`config.mk`:
```
export PLATFORM = sky130hd
export DESIGN_NAME = uart_tx_arbiter
export DESIGN_NICKNAME = d
export VERILOG_FILES = /design/src/rtl/uart_tx_arbiter.sv
export SDC_FILE = /design/constraint.sdc
export NUM_CORES = 1
export LEC_CHECK = 0
export ABC_CLOCK_PERIOD_IN_PS = 2300
export CAP_MARGIN = 0
export CORE_MARGIN = 1.5
export CORE_UTILIZATION = 47
export CTS_CLUSTER_SIZE = 8
export DETAILED_ROUTE_END_ITERATION = 16
export PLACE_DENSITY_LB_ADDON = 0.1
export SETUP_SLACK_MARGIN = 0.5
export SYNTH_ARGS = -nofsm -noshare
export SYNTH_HDL_FRONTEND = slang
export SYNTH_SLANG_ARGS = --single-unit
```
`constraint.sdc`:
```
create_clock -name i_Clock -period 2.3 [get_ports i_Clock]
set_input_delay 0.69 -clock i_Clock [delete_from_list [all_inputs] [get_ports i_Clock]]
set_output_delay 0.69 -clock i_Clock [all_outputs]
set_load 0.02 [all_outputs]
```
`src/rtl/uart_tx_arbiter.sv`:
```
// Round-robin arbiter sharing one UART_TX serializer among NUM_REQ byte sources,
// with a completion watchdog. Optional burst lock: define UART_ARB_BURST_LOCK_EN.
module uart_tx_arbiter #(
  parameter int NUM_REQ      = 4,
  parameter int TIMEOUT_CLKS = 2604
) (
  input  logic                 i_Clock,
  input  logic                 i_Rst_L,
  input  logic [NUM_REQ-1:0]   i_Req_DV,
  input  logic [8*NUM_REQ-1:0] i_Req_Byte,
  input  logic [NUM_REQ-1:0]   i_Req_Last,
  output logic [NUM_REQ-1:0]   o_Req_Ack,
  output logic [NUM_REQ-1:0]   o_Grant,
  output logic                 o_TX_DV,
  output logic [7:0]           o_TX_Byte,
  input  logic                 i_TX_Active,
  input  logic                 i_TX_Done,
  output logic                 o_Busy,
  output logic                 o_Timeout
);

  localparam int IW = (NUM_REQ > 1) ? $clog2(NUM_REQ) : 1;
  localparam int CW = $clog2(TIMEOUT_CLKS);

  typedef enum logic [0:0] {IDLE = 1'b0, WAIT_DONE = 1'b1} state_t;

  state_t               state_q, state_d;
  logic [IW-1:0]        ptr_q, ptr_d;
  logic [CW-1:0]        cnt_q, cnt_d;
  logic [NUM_REQ-1:0]   grant_q, grant_d;
  logic [NUM_REQ-1:0]   ack_q, ack_d;
  logic                 tx_dv_q, tx_dv_d;
  logic [7:0]           byte_q, byte_d;
  logic                 timeout_q, timeout_d;
  logic                 lock_q, lock_d;

  logic [7:0]           req_bytes [NUM_REQ];
  logic [IW-1:0]        rr_idx, sel_idx, cand;
  logic                 rr_found, sel_ok;

  for (genvar g = 0; g < NUM_REQ; g++) begin : g_bytes
    assign req_bytes[g] = i_Req_Byte[8*g +: 8];
  end

  // Round-robin search upward from the last grant, wrapping to requester 0.
  always_comb begin
    rr_found = 1'b0;
    rr_idx   = ptr_q;
    cand     = ptr_q;
    for (int i = 1; i <= NUM_REQ; i++) begin
      if (int'(ptr_q) + i >= NUM_REQ) begin
        cand = IW'(int'(ptr_q) + i - NUM_REQ);
      end else begin
        cand = IW'(int'(ptr_q) + i);
      end
      if (!rr_found && i_Req_DV[cand]) begin
        rr_found = 1'b1;
        rr_idx   = cand;
      end else begin
        rr_found = rr_found;
      end
    end
  end

`ifdef UART_ARB_BURST_LOCK_EN
  // A locked burst owner is the only legal launcher; others wait.
  always_comb begin
    if (lock_q) begin
      sel_ok  = i_Req_DV[ptr_q];
      sel_idx = ptr_q;
    end else begin
      sel_ok  = rr_found;
      sel_idx = rr_idx;
    end
  end
`else
  logic unused_last;
  assign unused_last = ^{i_Req_Last, lock_q};
  assign sel_ok      = rr_found;
  assign sel_idx     = rr_idx;
`endif

  // Next-state and registered-output logic.
  always_comb begin
    state_d   = state_q;
    ptr_d     = ptr_q;
    cnt_d     = cnt_q;
    grant_d   = grant_q;
    ack_d     = '0;
    tx_dv_d   = 1'b0;
    byte_d    = byte_q;
    timeout_d = 1'b0;
    lock_d    = lock_q;
    case (state_q)
      IDLE: begin
        if (sel_ok && !i_TX_Active) begin
          state_d = WAIT_DONE;
          tx_dv_d = 1'b1;
          ack_d   = NUM_REQ'(1) << sel_idx;
          grant_d = NUM_REQ'(1) << sel_idx;
          byte_d  = req_bytes[sel_idx];
          ptr_d   = sel_idx;
          cnt_d   = '0;
`ifdef UART_ARB_BURST_LOCK_EN
          lock_d  = !i_Req_Last[sel_idx];
`else
          lock_d  = 1'b0;
`endif
        end else begin
          state_d = IDLE;
        end
      end
      WAIT_DONE: begin
        cnt_d = cnt_q + CW'(1);
        // Done takes priority over a coincident watchdog expiry.
        if (i_TX_Done) begin
          state_d = IDLE;
          grant_d = lock_q ? grant_q : '0;
        end else if (cnt_q == CW'(TIMEOUT_CLKS - 1)) begin
          state_d   = IDLE;
          timeout_d = 1'b1;
          grant_d   = '0;
          lock_d    = 1'b0;
        end else begin
          state_d = WAIT_DONE;
        end
      end
      default: begin
        state_d = IDLE;
        grant_d = '0;
        lock_d  = 1'b0;
      end
    endcase
  end

  // State and output registers; pointer resets so requester 0 is first.
  always_ff @(posedge i_Clock or negedge i_Rst_L) begin
    if (!i_Rst_L) begin
      state_q   <= IDLE;
      ptr_q     <= IW'(NUM_REQ - 1);
      cnt_q     <= '0;
      grant_q   <= '0;
      ack_q     <= '0;
      tx_dv_q   <= 1'b0;
      byte_q    <= 8'h00;
      timeout_q <= 1'b0;
      lock_q    <= 1'b0;
    end else begin
      state_q   <= state_d;
      ptr_q     <= ptr_d;
      cnt_q     <= cnt_d;
      grant_q   <= grant_d;
      ack_q     <= ack_d;
      tx_dv_q   <= tx_dv_d;
      byte_q    <= byte_d;
      timeout_q <= timeout_d;
      lock_q    <= lock_d;
    end
  end

  assign o_Req_Ack = ack_q;
  assign o_Grant   = grant_q;
  assign o_TX_DV   = tx_dv_q;
  assign o_TX_Byte = byte_q;
  assign o_Timeout = timeout_q;
  assign o_Busy    = (state_q != IDLE);

endmodule
```
==> qor.yml <==
critPathKind: "primary input to register"
power.density_nw_per_um2: 890
synth_ff_type: "dfrtp_1"
clock_path_buffers: 2
synth-edff-count: 0
gr-total-overflow: 0
dpl_cell_area_sq_um: 2330
synth_async_sr_flop_share_pct: 100
r2r_end: "o_TX_Byte[5]"
insertion_delay_ns: 0.34
r2r_start: "ptr_q[1]"
setup-violations-final: 0
die_h_microns: 62.5
clock_skew_ns: 0.0149
synth_top_area_share_pct: 46.5
slew_violations: 0
place_inst: 256
cp_max_fo: 5
p_leak_nw: 1.16
irDropWorstVdd_mv: 0.640
grt_pass1_vias: 1410
detail-route-antenna-nets: 0
area_delta_synth_final_pct: 48.9
fin_nets: 269
rsz0062_at_grt: "yes"
postRouteWirelength_microns: 4180
tns_ns: 0
grt_max_degree: 34
clock_sinks: 33
cts_tree: "done"
worst_slew_pin_slew_ns: 0.462
status: "finished, final reports clean"
post-route-util_pct: 73.8
synth_cell_types: 38
rows: 21
syn_area_sq_um: 1670
drive_above_1_share_pct: 22.7
hpwl_microns: 2850
hold_path_end: "o_TX_Byte[0]"
period_share_pct: 77.0
ys_top_cells_by_area: "dfrtp_1, mux2i_1, o221ai_2"
min_from: "o_TX_Byte[0]"
vias_per_cell: 5.34
synth-seq-cells: 33
cts_buffers: 5
start_kind: "primary input"
yosysSeqAreaShare_pct: 49.7
yosysWarnings: 0
root_buffer: "clkbuf_4"
core-area_sq_um: 3360
drc: 0
grt_pass1_wl_microns: 7040
hold_viol: 0
antenna_cells: 0
cp_data_arrival_time_ns: 2.00
io_pins: 63
cp-end-kind: "register"
drv_cap: 0
start_util_pct: 49.6
worstPathRequired_ns: 2.53
dieArea_sq_um: 3910
drtIter0Drc: 36
min_path_type: "register to register"
reg2reg_setup_slack_ns: 0.56
clk_pin_slew_worst_paths_ns: 0.10
dr.pass1.iters: 4
vias: 1446
syn_avg_cell_area_sq_um: 11.2
fmax_mhz: 564
worstHoldPathCells: 2
wl_per_cell_microns: 15.4
synth_top_area_cell: "dfrtp_1"
track_usage_pct: 23.1
syn_nets: 194
slew_headroom_pct: 68.9
die_w_microns: 62.5
fin_cells: 271
fin_area_sq_um: 2480
port_buffers: 58
r2r_cells: 6
syn_inst: 149
fin_crit_ns: 1.77
place_congestion: 0.713
htreeDepth: 2
antenna_found_initial: 0
-- placed cells by master (no fill, tap or decap), types with 3 or more instances in the layout --
cell / n
clkdlybuf4s50_1: 35
dfrtp_1: 30
nand2_1: 18
mux2i_1: 16
dlygate4sd2_1: 16
buf_4: 14
nor2_1: 9
nand3_1: 8
o21ai_1: 6
o221ai_2: 5
clkbuf_4: 5
inv_1: 4
and3_1: 4
o2bb2ai_1: 4
clkbuf_2: 4
o21ai_0: 3
mux2i_2: 3
o221ai_1: 3
clkdlybuf4s15_1: 3
-- cells in the mapped netlist (3+ instances only) --
master     instances
nor2_1             9
buf_2              4
and3_1             4
dfrtp_1           31
o21ai_1            6
o221ai_2           5
o21ai_0            3
o221ai_1           3
mux2i_1           20
inv_1              4
o2bb2ai_1          4
nand2_1           19
nand3_1            8
-- flip-flops by register name, indices dropped and copies added, names as in the netlist --
register   flops
cnt_q         12
o_TX_Byte      8
o_Grant        4
o_Req_Ack      4
ptr_q          2
o_Busy         1
o_TX_DV        1
o_Timeout      1
-- layer usage --
metal	GRT usage [%]	vias to the layer above	wire length, microns
met5	0	-	0
li1	-	703	-
met4	8.33	0	68
met3	6.31	8	198
met1	29.5	694	1840
met2	37.9	41	2080
-- worst max-delay path, cell delays in order --
cell             delay [ns]
clkdlybuf4s50_1        0.43
or3_4                  0.40
inv_6                  0.09
buf_4                  0.10
nor2_1                 0.03
mux2_2                 0.25
-- logic make-up after synthesis --
group	after synthesis	synth area share, %
xor+xnor	2	1.05
fa+ha+maj	1	0.751
buf+inv	12	4.65
flops	33	49.7
compound gates	28	14.8
mux	22	13.4
simple gates	51	15.7
-- where the power goes --
group	switching [mW]	internal, mW	leakage [nW]
clock	0.192	0.116	0.0320
combinational	0.521	0.531	0.695
sequential	0.116	0.732	0.431
-- stage by stage --
step	total power [mW]	hold slack, ns	setup slack [ns]
after floorplan	1.46	0.394	0.532
after global placement	1.80	0.464	-0.0668
after detailed placement	1.84	0.480	-0.153
after CTS	2.16	0.496	0.431
after global routing	2.35	0.508	0.472
final	2.21	0.492	0.528
-- how the worst max path moves through the flow --
| stage | endpoint | slack (ns) | from | cells past startpoint |
|---|---|---|---|---|
| floorplan | o_TX_Byte[2] | 0.53 | i_Req_DV[0] | 6 |
| finish | cnt_q[6] | 0.53 | i_TX_Active | 6 |
| CTS | o_Busy | 0.43 | o_Busy | 1 |
| detailed placement | o_TX_Byte[4] | -0.15 | i_Req_DV[2] | 6 |
| global placement | o_TX_Byte[5] | -0.07 | i_Req_DV[2] | 6 |
| global route | o_TX_Byte[1] | 0.47 | ptr_q[1] | 6 |
-- final cells by class --
class / instances / area, sq um
clock inverters: 2 / 10.0
fillers: 258 / 882
repair buffers: 74 / 686
flip-flops and latches: 33 / 830
multi-input cells: 105 / 833
clock buffers: 6 / 41.3
inverters: 5 / 23.8
well taps: 46 / 57.6
-- what timing repair did --
action / 4_1_cts / 5_1_grt
buffers inserted: 4 / 2
gates cloned: 1 / 0
resized for setup: 29 / 20
hold buffers: 0 / 0
endpoints found under the hold margin: 0 / 0
pin swaps: 1 / 1
setup endpoints to repair: 50 / 18
Note: power is estimated with default switching activity, not from simulation.
